`src/rtl/pc_sequencer.sv`:
```
// Next-PC controller: arbitrates sequential advance, branch, trap entry and trap return,
// and runs the BOOT/RUN/HANDLER/HALT trap machine. Define PC_SEQUENCER_INSTRET_EN for instretCount.
module pc_sequencer #(
  parameter logic [31:0] INITIAL_PC  = 32'h00000000,
  parameter logic [31:0] TRAP_VECTOR = 32'h00000004
) (
  input  logic        clock,
  input  logic        reset,
  input  logic [31:0] pcOfInstruction,
  input  logic        programCounterMisaligned,
  output logic [31:0] programCounterInput,
  output logic        programCounterWriteEnable,
  input  logic        stall,
  input  logic        advance,
  input  logic        branchTaken,
  input  logic [31:0] branchTarget,
  input  logic        trapRequest,
  input  logic        trapReturn,
  output logic [31:0] savedPc,
  output logic [1:0]  trapCause,
  output logic        inTrap,
  output logic        halted,
  output logic [63:0] instretCount
);

  typedef enum logic [1:0] {StBoot, StRun, StHandler, StHalt} state_e;

  state_e      state_q, state_d;
  logic [31:0] saved_pc_q, saved_pc_d;
  logic [1:0]  trap_cause_q, trap_cause_d;
  logic        fault;
  logic        retire;
  logic [31:0] pc_plus4;
  logic [31:0] saved_plus4;

  // Misalignment outranks an explicit trap request; both are faults in HANDLER.
  assign fault       = programCounterMisaligned | trapRequest;
  assign pc_plus4    = pcOfInstruction + 32'd4;
  assign saved_plus4 = saved_pc_q + 32'd4;

  always_ff @(posedge clock or negedge reset) begin
    if (!reset) begin
      state_q      <= StBoot;
      saved_pc_q   <= '0;
      trap_cause_q <= '0;
    end else begin
      state_q      <= state_d;
      saved_pc_q   <= saved_pc_d;
      trap_cause_q <= trap_cause_d;
    end
  end

  always_comb begin
    state_d      = state_q;
    saved_pc_d   = saved_pc_q;
    trap_cause_d = trap_cause_q;
    retire       = 1'b0;
    unique case (state_q)
      StBoot: state_d = StRun;
      StRun: begin
        if (!stall) begin
          if (fault) begin
            state_d      = StHandler;
            saved_pc_d   = pcOfInstruction;
            trap_cause_d = programCounterMisaligned ? 2'd0 : 2'd1;
          end else begin
            retire = advance;
          end
        end
      end
      StHandler: begin
        if (!stall) begin
          if (fault) begin
            state_d = StHalt;
          end else if (advance) begin
            retire = 1'b1;
            if (trapReturn) state_d = StRun;
          end
        end
      end
      default: state_d = StHalt;
    endcase
  end

  always_comb begin
    programCounterWriteEnable = 1'b0;
    programCounterInput       = pc_plus4;
    unique case (state_q)
      StBoot: begin
        programCounterWriteEnable = 1'b1;
        programCounterInput       = INITIAL_PC;
      end
      StRun, StHandler: begin
        if (!stall) begin
          if (fault) begin
            // A fault in HANDLER is a double fault: the PC is left untouched.
            if (state_q == StRun) begin
              programCounterWriteEnable = 1'b1;
              programCounterInput       = TRAP_VECTOR;
            end
          end else if (advance) begin
            programCounterWriteEnable = 1'b1;
            if (state_q == StHandler && trapReturn) begin
              programCounterInput = saved_plus4;
            end else if (branchTaken) begin
              programCounterInput = branchTarget;
            end else begin
              programCounterInput = pc_plus4;
            end
          end
        end
      end
      default: ;
    endcase
  end

  assign savedPc   = saved_pc_q;
  assign trapCause = trap_cause_q;
  assign inTrap    = (state_q == StHandler);
  assign halted    = (state_q == StHalt);

`ifdef PC_SEQUENCER_INSTRET_EN
  logic [63:0] instret_q;

  always_ff @(posedge clock or negedge reset) begin
    if (!reset) begin
      instret_q <= '0;
    end else if (retire) begin
      instret_q <= instret_q + 64'd1;
    end
  end

  assign instretCount = instret_q;
`else
  logic unused_retire;
  assign unused_retire = retire;
  assign instretCount  = 64'd0;
`endif

endmodule

```
`config.mk`:
```
export PLATFORM = sky130hd
export DESIGN_NAME = pc_sequencer
export DESIGN_NICKNAME = d
export VERILOG_FILES = /design/src/rtl/pc_sequencer.sv
export SDC_FILE = /design/constraint.sdc
export NUM_CORES = 1
export LEC_CHECK = 0
export ABC_AREA = 1
export BUFFER_PORTS_ARGS = -buffer_cell sky130_fd_sc_hd__buf_4
export CAP_MARGIN = 10
export CORE_MARGIN = 3
export CORE_UTILIZATION = 50
export DETAILED_ROUTE_END_ITERATION = 8
export PLACE_DENSITY = 0.81
export REMOVE_ABC_BUFFERS = 1
export SKIP_CTS_REPAIR_TIMING = 1
export SLEW_MARGIN = 20
export SYNTH_ARGS = -nofsm -noshare
export SYNTH_HDL_FRONTEND = slang
export SYNTH_SLANG_ARGS = --single-unit
```
`constraint.sdc`:
```
create_clock -name clock -period 2.63 [get_ports clock]
set_clock_uncertainty 0.05 [all_clocks]
set_input_delay 0.526 -clock clock [delete_from_list [all_inputs] [get_ports clock]]
set_output_delay 0.526 -clock clock [all_outputs]
set_load 0.05 [all_outputs]
```
After elaboration in Yosys (flattened, before gate mapping)
Index checks and enable logic that the tools add are counted.

Register bits after elaboration: 36. Output and inout port bits: 133. Logic and storage cells: 40. Input bits: 72.

$add $sub $neg: 2. Reductions and logical operators: 5. Multiplexer cells: 20. Bitwise logic cells: 2. Equality and inequality tests: 8.

Operators by type and width (count): 2-to-1 mux 32 bit (6); adder 32 x 3 -> 32 bit, second input constant (2); case mux 32 bit (2 select lines) (1); 2-to-1 mux 2 bit (6); inequality test 2 bit, second input constant (3); inequality test 3 x 2 -> 1 bit, second input constant (2); case mux 2 bit (3 select lines) (1); 2-to-1 mux 1 bit (5); AND reduction 5 bit (1); equality test 2 bit, second input constant (2); AND reduction 3 bit (1); equality test 2 x 1 -> 1 bit, second input constant (1); zero test 2 bit (1); case mux 1 bit (2 select lines) (1); OR reduction 2 bit (1); logical AND 1 bit (1); inverter 1 bit (1); bitwise OR 1 bit (1).

Logic depth before layout (Yosys ltp)
Gate-level depths: netlist of the first run.

Depth after elaboration: 7. Gate-level depth with buffers: 15. Gate-level depth less buffers: 15.

Least setup slack after synthesis of the first run
No wires, ideal clock.

Path kind: register -> output. Start: register state_q[0]. End: output programCounterInput[3]. Path slack: -0.665 ns. Path buffers: 0. Required time: 2.054 ns. Arrival time: 2.719 ns. Cell stages (with the launch flop): 11. Path through: dfrtp_1 inv_1 ha_1 nand2_1 inv_2 or2_1 nand2_1 nand3_1 nand2_1 a21oi_1 o21ai_0.

Longest elaborated chain between the ends: 7. Elaborated cells on any way between the ends: 11. Those cells by class: eq/ne (2); mux (6); reduce/logical (3).

RTL lines: start: declaration (RTL line 28) `state_e state_q, state_d;`; start signal: assignment (RTL line 43) `state_q <= StBoot;`; start signal: assignment (RTL line 47) `state_q <= state_d;`; equality test 2 bit *; net inTrap (RTL line 21) `output logic inTrap,`; logical AND 1 bit (RTL line 103) `if (state_q == StHandler && trapReturn) begin`; 2-to-1 mux 32 bit (RTL line 103); 2-to-1 mux 32 bit (RTL line 101) `end else if (advance) begin`; 2-to-1 mux 32 bit (RTL line 95) `if (fault) begin`; 2-to-1 mux 32 bit (RTL line 94) `if (!stall) begin`; case mux 32 bit (2 select lines) * (RTL line 88) `unique case (state_q)`; end: declaration (RTL line 11) `output logic [31:0] programCounterInput,`.

Mark *: on every way through the listed nets, which the timed path passes. The rest lies on a longest branch.

Worst setup path after layout of the first run
Start: register saved_pc_q[3], in the netlist savedPc[3]. End: output programCounterInput[21].

Longest elaborated chain between the ends: 6.

RTL lines: start: declaration (RTL line 29) `logic [31:0] saved_pc_q, saved_pc_d;`; start signal: assignment (RTL line 48) `saved_pc_q <= saved_pc_d;`; adder 32 x 3 -> 32 bit (RTL line 39) `assign saved_plus4 = saved_pc_q + 32'd4;`; 2-to-1 mux 32 bit (RTL line 103); 2-to-1 mux 32 bit (RTL line 101); 2-to-1 mux 32 bit (RTL line 95); 2-to-1 mux 32 bit (RTL line 94); case mux 32 bit (2 select lines) (RTL line 88).

Every way passes these cells.

==> impl_metrics.yaml, run 1 <==
run_status:
  status: "finished, violations left"
  failed_checks: "negative setup slack"
floorplan:
  fp.dieW_microns: 106
  pin_count: 205
  coreArea_sq_um: 9460
  fp.dieH_microns: 106
  die_area_sq_um: 11200
  initial_core_utilization_pct: 52.6
  row_count: 35
synth:
  synth.lib_cells_used.distinct: 37
  synthCells: 893
  async_flop_share_pct: 100
  postSynthRegisterBits: 35
  adder_cell_fraction_of_synth_area_pct: 1.76
  synthTopCellsByCount: "336 x sky130_fd_sc_hd__nand2_1, 90 x sky130_fd_sc_hd__nor2_1, 75 x sky130_fd_sc_hd__inv_1"
  synth.most_common_cell: "sky130_fd_sc_hd__nand2_1"
  mux_contribution_to_synthesized_area_pct: 1.81
  synth_top_family_by_area: "simple AND/OR/NAND/NOR gates"
  yosys-top-cells-area: "sky130_fd_sc_hd__nand2_1 25%, sky130_fd_sc_hd__dfrtp_1 18%, sky130_fd_sc_hd__buf_4 10%, sky130_fd_sc_hd__nor2_1 6.8%, sky130_fd_sc_hd__o21ai_0 5.8%"
  xor_xnor_cell_area_share_of_the_yosys_netlist_pct: 2.82
  synth_sequential_area_ratio_pct: 17.6
  synth.cell_area_sq_um: 4980
  synth_compound_gate_area_share_pct: 14.2
  post-synth-top-area-fraction_pct: 25.3
  synth_area_per_cell_sq_um: 5.57
  cell_type_with_the_highest_aggregate_area_in_the_netlist: "sky130_fd_sc_hd__nand2_1"
  ys_dominant_reg_cell: "sky130_fd_sc_hd__dfrtp_1"
  yosys.area_share.simple_pct: 43.4
  synth.yosys.warnings: 0
  synth-edff-count: 0
sta:
  finalWorstSetupSlack_ps: -109
  timing.final.hold_violations: 0
  setup-violations-final: 30
  fmaxAchievable_ghz: 0.365
  timing.final.crit_period_ps: 2740
  final_min_period_over_clock_period_pct: 104
  timing.setup.tns_ps: -1530
  report.final.slew_viol_count: 0
  worst_hold_slack_ps: 137
  rsz_0062_raised_after_global_routing: "true"
place:
  numPlacedInstances: 1171
  pre_cts_ws_ps: 17.7
  placed_cell_area_sq_um: 6150
  routabilityCongestion: 0.989
  buffer_ports.inserted: 139
  post_detail_place_hpwl_mm: 14.8
detailed_routing:
  drt-initial-drc-count: 637
  drt-pass1-iter-count: 6
  drt_drc_violations_left: 0
  detail_route.wl_per_cell_microns: 17.6
  detail_route.wirelength_mm: 21.5
  routed_vias_inst: 5.56
  postRouteAntennaNets: 0
  route.vias.total: 6791
finish:
  syn_to_final_growth_pct: 49.9
  finalInstanceArea_sq_um: 7460
  final_layout_size_suffix_gt1_share_pct: 38.2
  instances_no_fill: 1221
  layout.core_utilization_pct: 78.8
  antenna_cells_inserted: 0
  finish.net_count: 1171
worst_setup_path:
  worst_ep_required_time_ps: 2050
  rr_worst_depth: 6
  minimum_setup_slack_among_reg_to_reg_paths_ps: 940
  critical_path.reg2reg.endpoint: "savedPc[21]"
  critical_path.reg2reg.startpoint: "state_q[1]"
  worst_ep_arrival_time_ps: 2160
  cp-end-kind: "output port"
  crit_fanout: 5
  setup.worst_path.class: "flop to output port"
  crit_path_start_kind: "flop"
clock_tree:
  clock_sinks: 35
  clk_latency_ps: 290
  cts_buffer_depth: 2
  clk_root_buffer_cell: "sky130_fd_sc_hd__clkbuf_8"
  clock_tree_from_tritoncts: "yes"
  h-tree-depth: 2
  cts_made_buffers: 5
  cts.clk_slew.worst_paths_ps: 90
pwr:
  static_power_due_to_leakage_nw: 3.67
  ir_drop_mv: 0.181
  post-layout-total-power_mw: 1.82
  power.density_nw_per_um2: 244
global_routing:
  first_global_vias: 5340
  global_router_s_overall_resource_usage_pct: 30.8
  grt_first_pass_wirelength_mm: 27.5
  grt_start_max_net_pins: 59
  grt_overflow: 0
  antenna_found_initial: 1
worst_hold_path:
  worstHoldPathType: "input port to asynchronous set/reset pin"
flow_run:
  max_cap_violations: 0
## worst max path at each step
| stage | from | to | slack, ps | cells after the start |
|---|---|---|---|---|
| final | savedPc[3] | programCounterInput[21] | -110 | 13 |
| after global routing | savedPc[19] | programCounterInput[31] | -240 | 14 |
| after CTS | state_q[0] | programCounterInput[31] | -230 | 14 |
| after detailed placement | pcOfInstruction[2] | programCounterInput[18] | 20 | 13 |
| after global placement | trapReturn | programCounterInput[2] | 50 | 12 |
| after floorplan | state_q[0] | programCounterInput[3] | -1020 | 8 |
## cell families after synthesis
logic type,after synthesis
and+or+nand+nor,524
muxes,8
other,1
AOI/OAI and AO/OA,129
DFF,35
adders and majority gates,7
xor gates and xnor gates,16
buffers and inverters,173
## registers in the layout, summed over array words and instances, names as in the netlist
| name | flops |
|---|---|
| savedPc | 32 |
| state_q | 2 |
| trapCause | 1 |
## where the power goes
group	internal (mW)	switching [mW]
Combinational	0.262	0.600
Sequential	0.537	0
Clock	0.206	0.215
Total	1.01	0.815
## worst max-delay path, cell delays in order (launching register included)
cell and delay (ps):
sky130_fd_sc_hd__dfrtp_1 420, sky130_fd_sc_hd__buf_6 140, sky130_fd_sc_hd__nand3_4 120, sky130_fd_sc_hd__nor2_4 150
sky130_fd_sc_hd__nand2_4 80, sky130_fd_sc_hd__inv_1 70, sky130_fd_sc_hd__nand3b_1 150, sky130_fd_sc_hd__nand2_1 110
sky130_fd_sc_hd__nand2_1 60, sky130_fd_sc_hd__o21bai_1 180, sky130_fd_sc_hd__nand3_1 90, sky130_fd_sc_hd__nand2_1 90
sky130_fd_sc_hd__nand2_2 60, sky130_fd_sc_hd__buf_6 150
## layout make-up
cell class | instances | area, sq um
Multi-Input combinational cell | 749 | 4020
Fill cell | 702 | 2000
Sequential cell | 35 | 901
Clock buffer | 6 | 82.6
Tap cell | 129 | 161
Timing Repair Buffer | 219 | 1960
Inverter | 82 | 329
Clock inverter | 1 | 5.00
## placed cells by master, fill, tap and decap left out, drive strengths merged, types with 5 or more instances in the layout
| cell type | count |
|---|---|
| a21oi | 34 |
| buf | 216 |
| clkbuf | 9 |
| conb | 65 |
| dfrtp | 35 |
| ha | 7 |
| inv | 80 |
| mux2 | 8 |
| nand2 | 339 |
| nand3 | 57 |
| nor2 | 97 |
| nor3 | 8 |
| o211ai | 5 |
| o21ai | 75 |
| o21bai | 5 |
| or2 | 15 |
| xor2 | 12 |
## layer usage
metal	vias to the layer above	global-route usage, %	part of all wire, %
li1	3095	-	-
met5	-	0	0.060
met4	2	7.96	5.3
met1	3044	43.6	37
met2	529	48.5	45
met3	121	4.96	13
Note: power is estimated with default switching activity, not from simulation.
==> inputs of run 2 (changes only) <==
==> constraint.sdc (replaced) <==
create_clock -name clock -period 2.58 [get_ports clock]
set_clock_uncertainty 0.05 [all_clocks]
set_input_delay 0.516 -clock clock [delete_from_list [all_inputs] [get_ports clock]]
set_output_delay 0.516 -clock clock [all_outputs]
set_load 0.05 [all_outputs]
==> run 2 against run 1 <==
Net effect:
- the flow still finishes with violations (negative setup slack)
- critical path depth decreased by 1
- clock power up 3%
- flip-flop and latch count unchanged
- register-to-register slack worse by 120 ps
- utilization down 3.2 points
- total power fell by 0.34%
- routed wire length down 4.8%
- die area unchanged
- sequential power is 2% higher
- setup slack worse by 170 ps
- combinational power shrank 3.4%
==> impl_metrics.yaml, run 2 (synthesized netlist as in run 1, its figures left out) <==
detailed_routing:
  detail_route.wl_per_cell_microns: 16.9
  detail_route.wirelength_mm: 20.5
  route.vias.total: 6544
  routed_vias_inst: 5.39
  drt-pass1-iter-count: 5
  drt-initial-drc-count: 632
  drt_drc_violations_left: 0
  postRouteAntennaNets: 0
finish:
  finish.net_count: 1165
  instances_no_fill: 1215
  largest_register_ff_count: 32
  final_layout_size_suffix_gt1_share_pct: 34.5
  commonest_cells_after_routing_fill_and_taps_aside: "306 x sky130_fd_sc_hd__nand2_1, 172 x sky130_fd_sc_hd__buf_4, 70 x sky130_fd_sc_hd__inv_1"
  layout_commonest_cell: "sky130_fd_sc_hd__nand2_1"
  antenna_cells_inserted: 0
  syn_to_final_growth_pct: 43.8
  layout.core_utilization_pct: 75.6
worst_setup_path:
  critical-path-slowest-cell: "sky130_fd_sc_hd__dfrtp_1"
  worst_ep_required_time_ps: 2010
  critical_path.reg2reg.startpoint: "state_q[0]"
  cpPeakStageDelay_ps: 400
  setup.worst_path.class: "flop to output port"
  critical-path-top-cell-by-count: "sky130_fd_sc_hd__nand2_1"
  critPathTopFamily: "simple AND/OR/NAND/NOR gates"
  crit_path_start_kind: "flop"
  cells_traversed_along_the_worst_timing_path: "buf_4 > nand3_4 > inv_1 > nand2_1 > o21ai_0 > o21ai_0 > nand2_1 > nand3_1 > nand2_1 > nand2_1 > nand2_1 > buf_4"
  crit_fanout: 6
  cp-end-kind: "output port"
  minimum_setup_slack_among_reg_to_reg_paths_ps: 820
  worst_ep_arrival_time_ps: 2290
  rr_worst_depth: 6
  cp_num_buf_inv: 3
  critical_path.reg2reg.endpoint: "savedPc[20]"
floorplan:
  row_count: 35
  fp.dieH_microns: 106
  initial_core_utilization_pct: 52.6
  fp.dieW_microns: 106
  pin_count: 205
  coreArea_sq_um: 9460
  die_area_sq_um: 11200
clock_tree:
  clk_latency_ps: 300
  cts.clk_slew.worst_paths_ps: 90
  h-tree-depth: 2
  cts_made_buffers: 5
  cts_buffer_depth: 2
  clk_root_buffer_cell: "sky130_fd_sc_hd__clkbuf_8"
  clock_sinks: 35
  clock_tree_from_tritoncts: "yes"
worst_hold_path:
  worstHoldPathType: "input port to asynchronous set/reset pin"
pwr:
  power.density_nw_per_um2: 254
  combinationalPowerShare_pct: 45.9
  power_switching_mw: 0.808
  static_power_due_to_leakage_nw: 3.55
  ir_drop_mv: 0.186
  p_int_mw: 1.01
  switching_power_as_a_share_of_total_power_pct: 44.5
  p_seq_share_pct: 30.2
  power.clock.fraction_pct: 23.9
global_routing:
  globalRouteMet3Util_pct: 3.25
  grt.met2_usage_pct: 49.4
  global_route.peak_usage_layer: "met2"
  global_router_s_overall_resource_usage_pct: 30.9
  grt_util_met1_pct: 44.3
  first_global_vias: 5384
  antenna_found_initial: 2
  grt_first_pass_wirelength_mm: 27.6
  grt_start_max_net_pins: 50
  grt_overflow: 0
sta:
  timing.final.crit_period_ps: 2850
  final_min_period_over_clock_period_pct: 111
  fmaxAchievable_ghz: 0.350
  timing.setup.tns_ps: -3520
  finalWorstSetupSlack_ps: -274
  setup-violations-final: 33
  rsz_0062_raised_after_global_routing: "true"
  report.final.slew_viol_count: 0
  timing.final.hold_violations: 0
place:
  post_detail_place_hpwl_mm: 14.8
  numPlacedInstances: 1184
  pre_cts_ws_ps: -29.1
  buffer_ports.inserted: 139
  routabilityCongestion: 1.06
flow_run:
  max_cap_violations: 0
run_status:
  status: "finished, violations left"
  failed_checks: "negative setup slack"
-- run 2: per-stage QoR --
step / total power, mW / area [sq um] / hold slack (ps)
floorplan: 1.05 / 4610 / 170
global placement: 1.31 / 6230 / 434
detailed placement: 1.31 / 6230 / 446
CTS: 1.73 / 6320 / 140
global route: 1.88 / 7150 / 148
finish: 1.81 / 7150 / 125
-- run 2: worst register-to-register path: cells and delay by family, from the launching register on --
family / cells / cell delay (ps)
buffers and inverters: 3 / 510
flip-flops: 1 / 400
multiplexers: 1 / 400
adder cells (fa/ha/maj): 1 / 170
AND/OR/NAND/NOR: 1 / 110
-- run 2: worst max-delay path by stage --
stage          startpoint                 endpoint  depth (start not counted)
3_5_place_dp   trapReturn   programCounterInput[9]                         12
6_report       savedPc[2]   programCounterInput[9]                         12
4_1_cts        state_q[0]   programCounterInput[9]                         13
3_3_place_gp   trapReturn  programCounterInput[10]                         12
2_1_floorplan  state_q[0]   programCounterInput[3]                          8
5_1_grt        savedPc[2]   programCounterInput[9]                         12
-- run 2: layer usage --
layer	part of all wire, %	vias up	wire (microns)
li1	-	3098	-
met1	38	2939	7810
met2	46	442	9450
met3	12	63	2490
met4	3.5	2	719
met5	0.063	-	13
-- run 2: final cells by class --
cell class                 instances  area [sq um]
inverter                          82           329
multi-input combinational        749          3860
clock buffer                       6          82.6
timing repair buffer             213          1820
sequential                        35           897
tap                              129           161
clock inverter                     1          5.00
fill                             783          2310
-- run 2: power by group through the flow --
| stage | clock network (mW) | registers, mW | logic [mW] |
|---|---|---|---|
| 2_1_floorplan | 0 | 0.559 | 0.490 |
| 3_3_place_gp | 0 | 0.559 | 0.751 |
| 3_5_place_dp | 0 | 0.559 | 0.751 |
| 4_1_cts | 0.429 | 0.548 | 0.753 |
| 5_1_grt | 0.455 | 0.548 | 0.877 |
| 6_report | 0.433 | 0.548 | 0.833 |
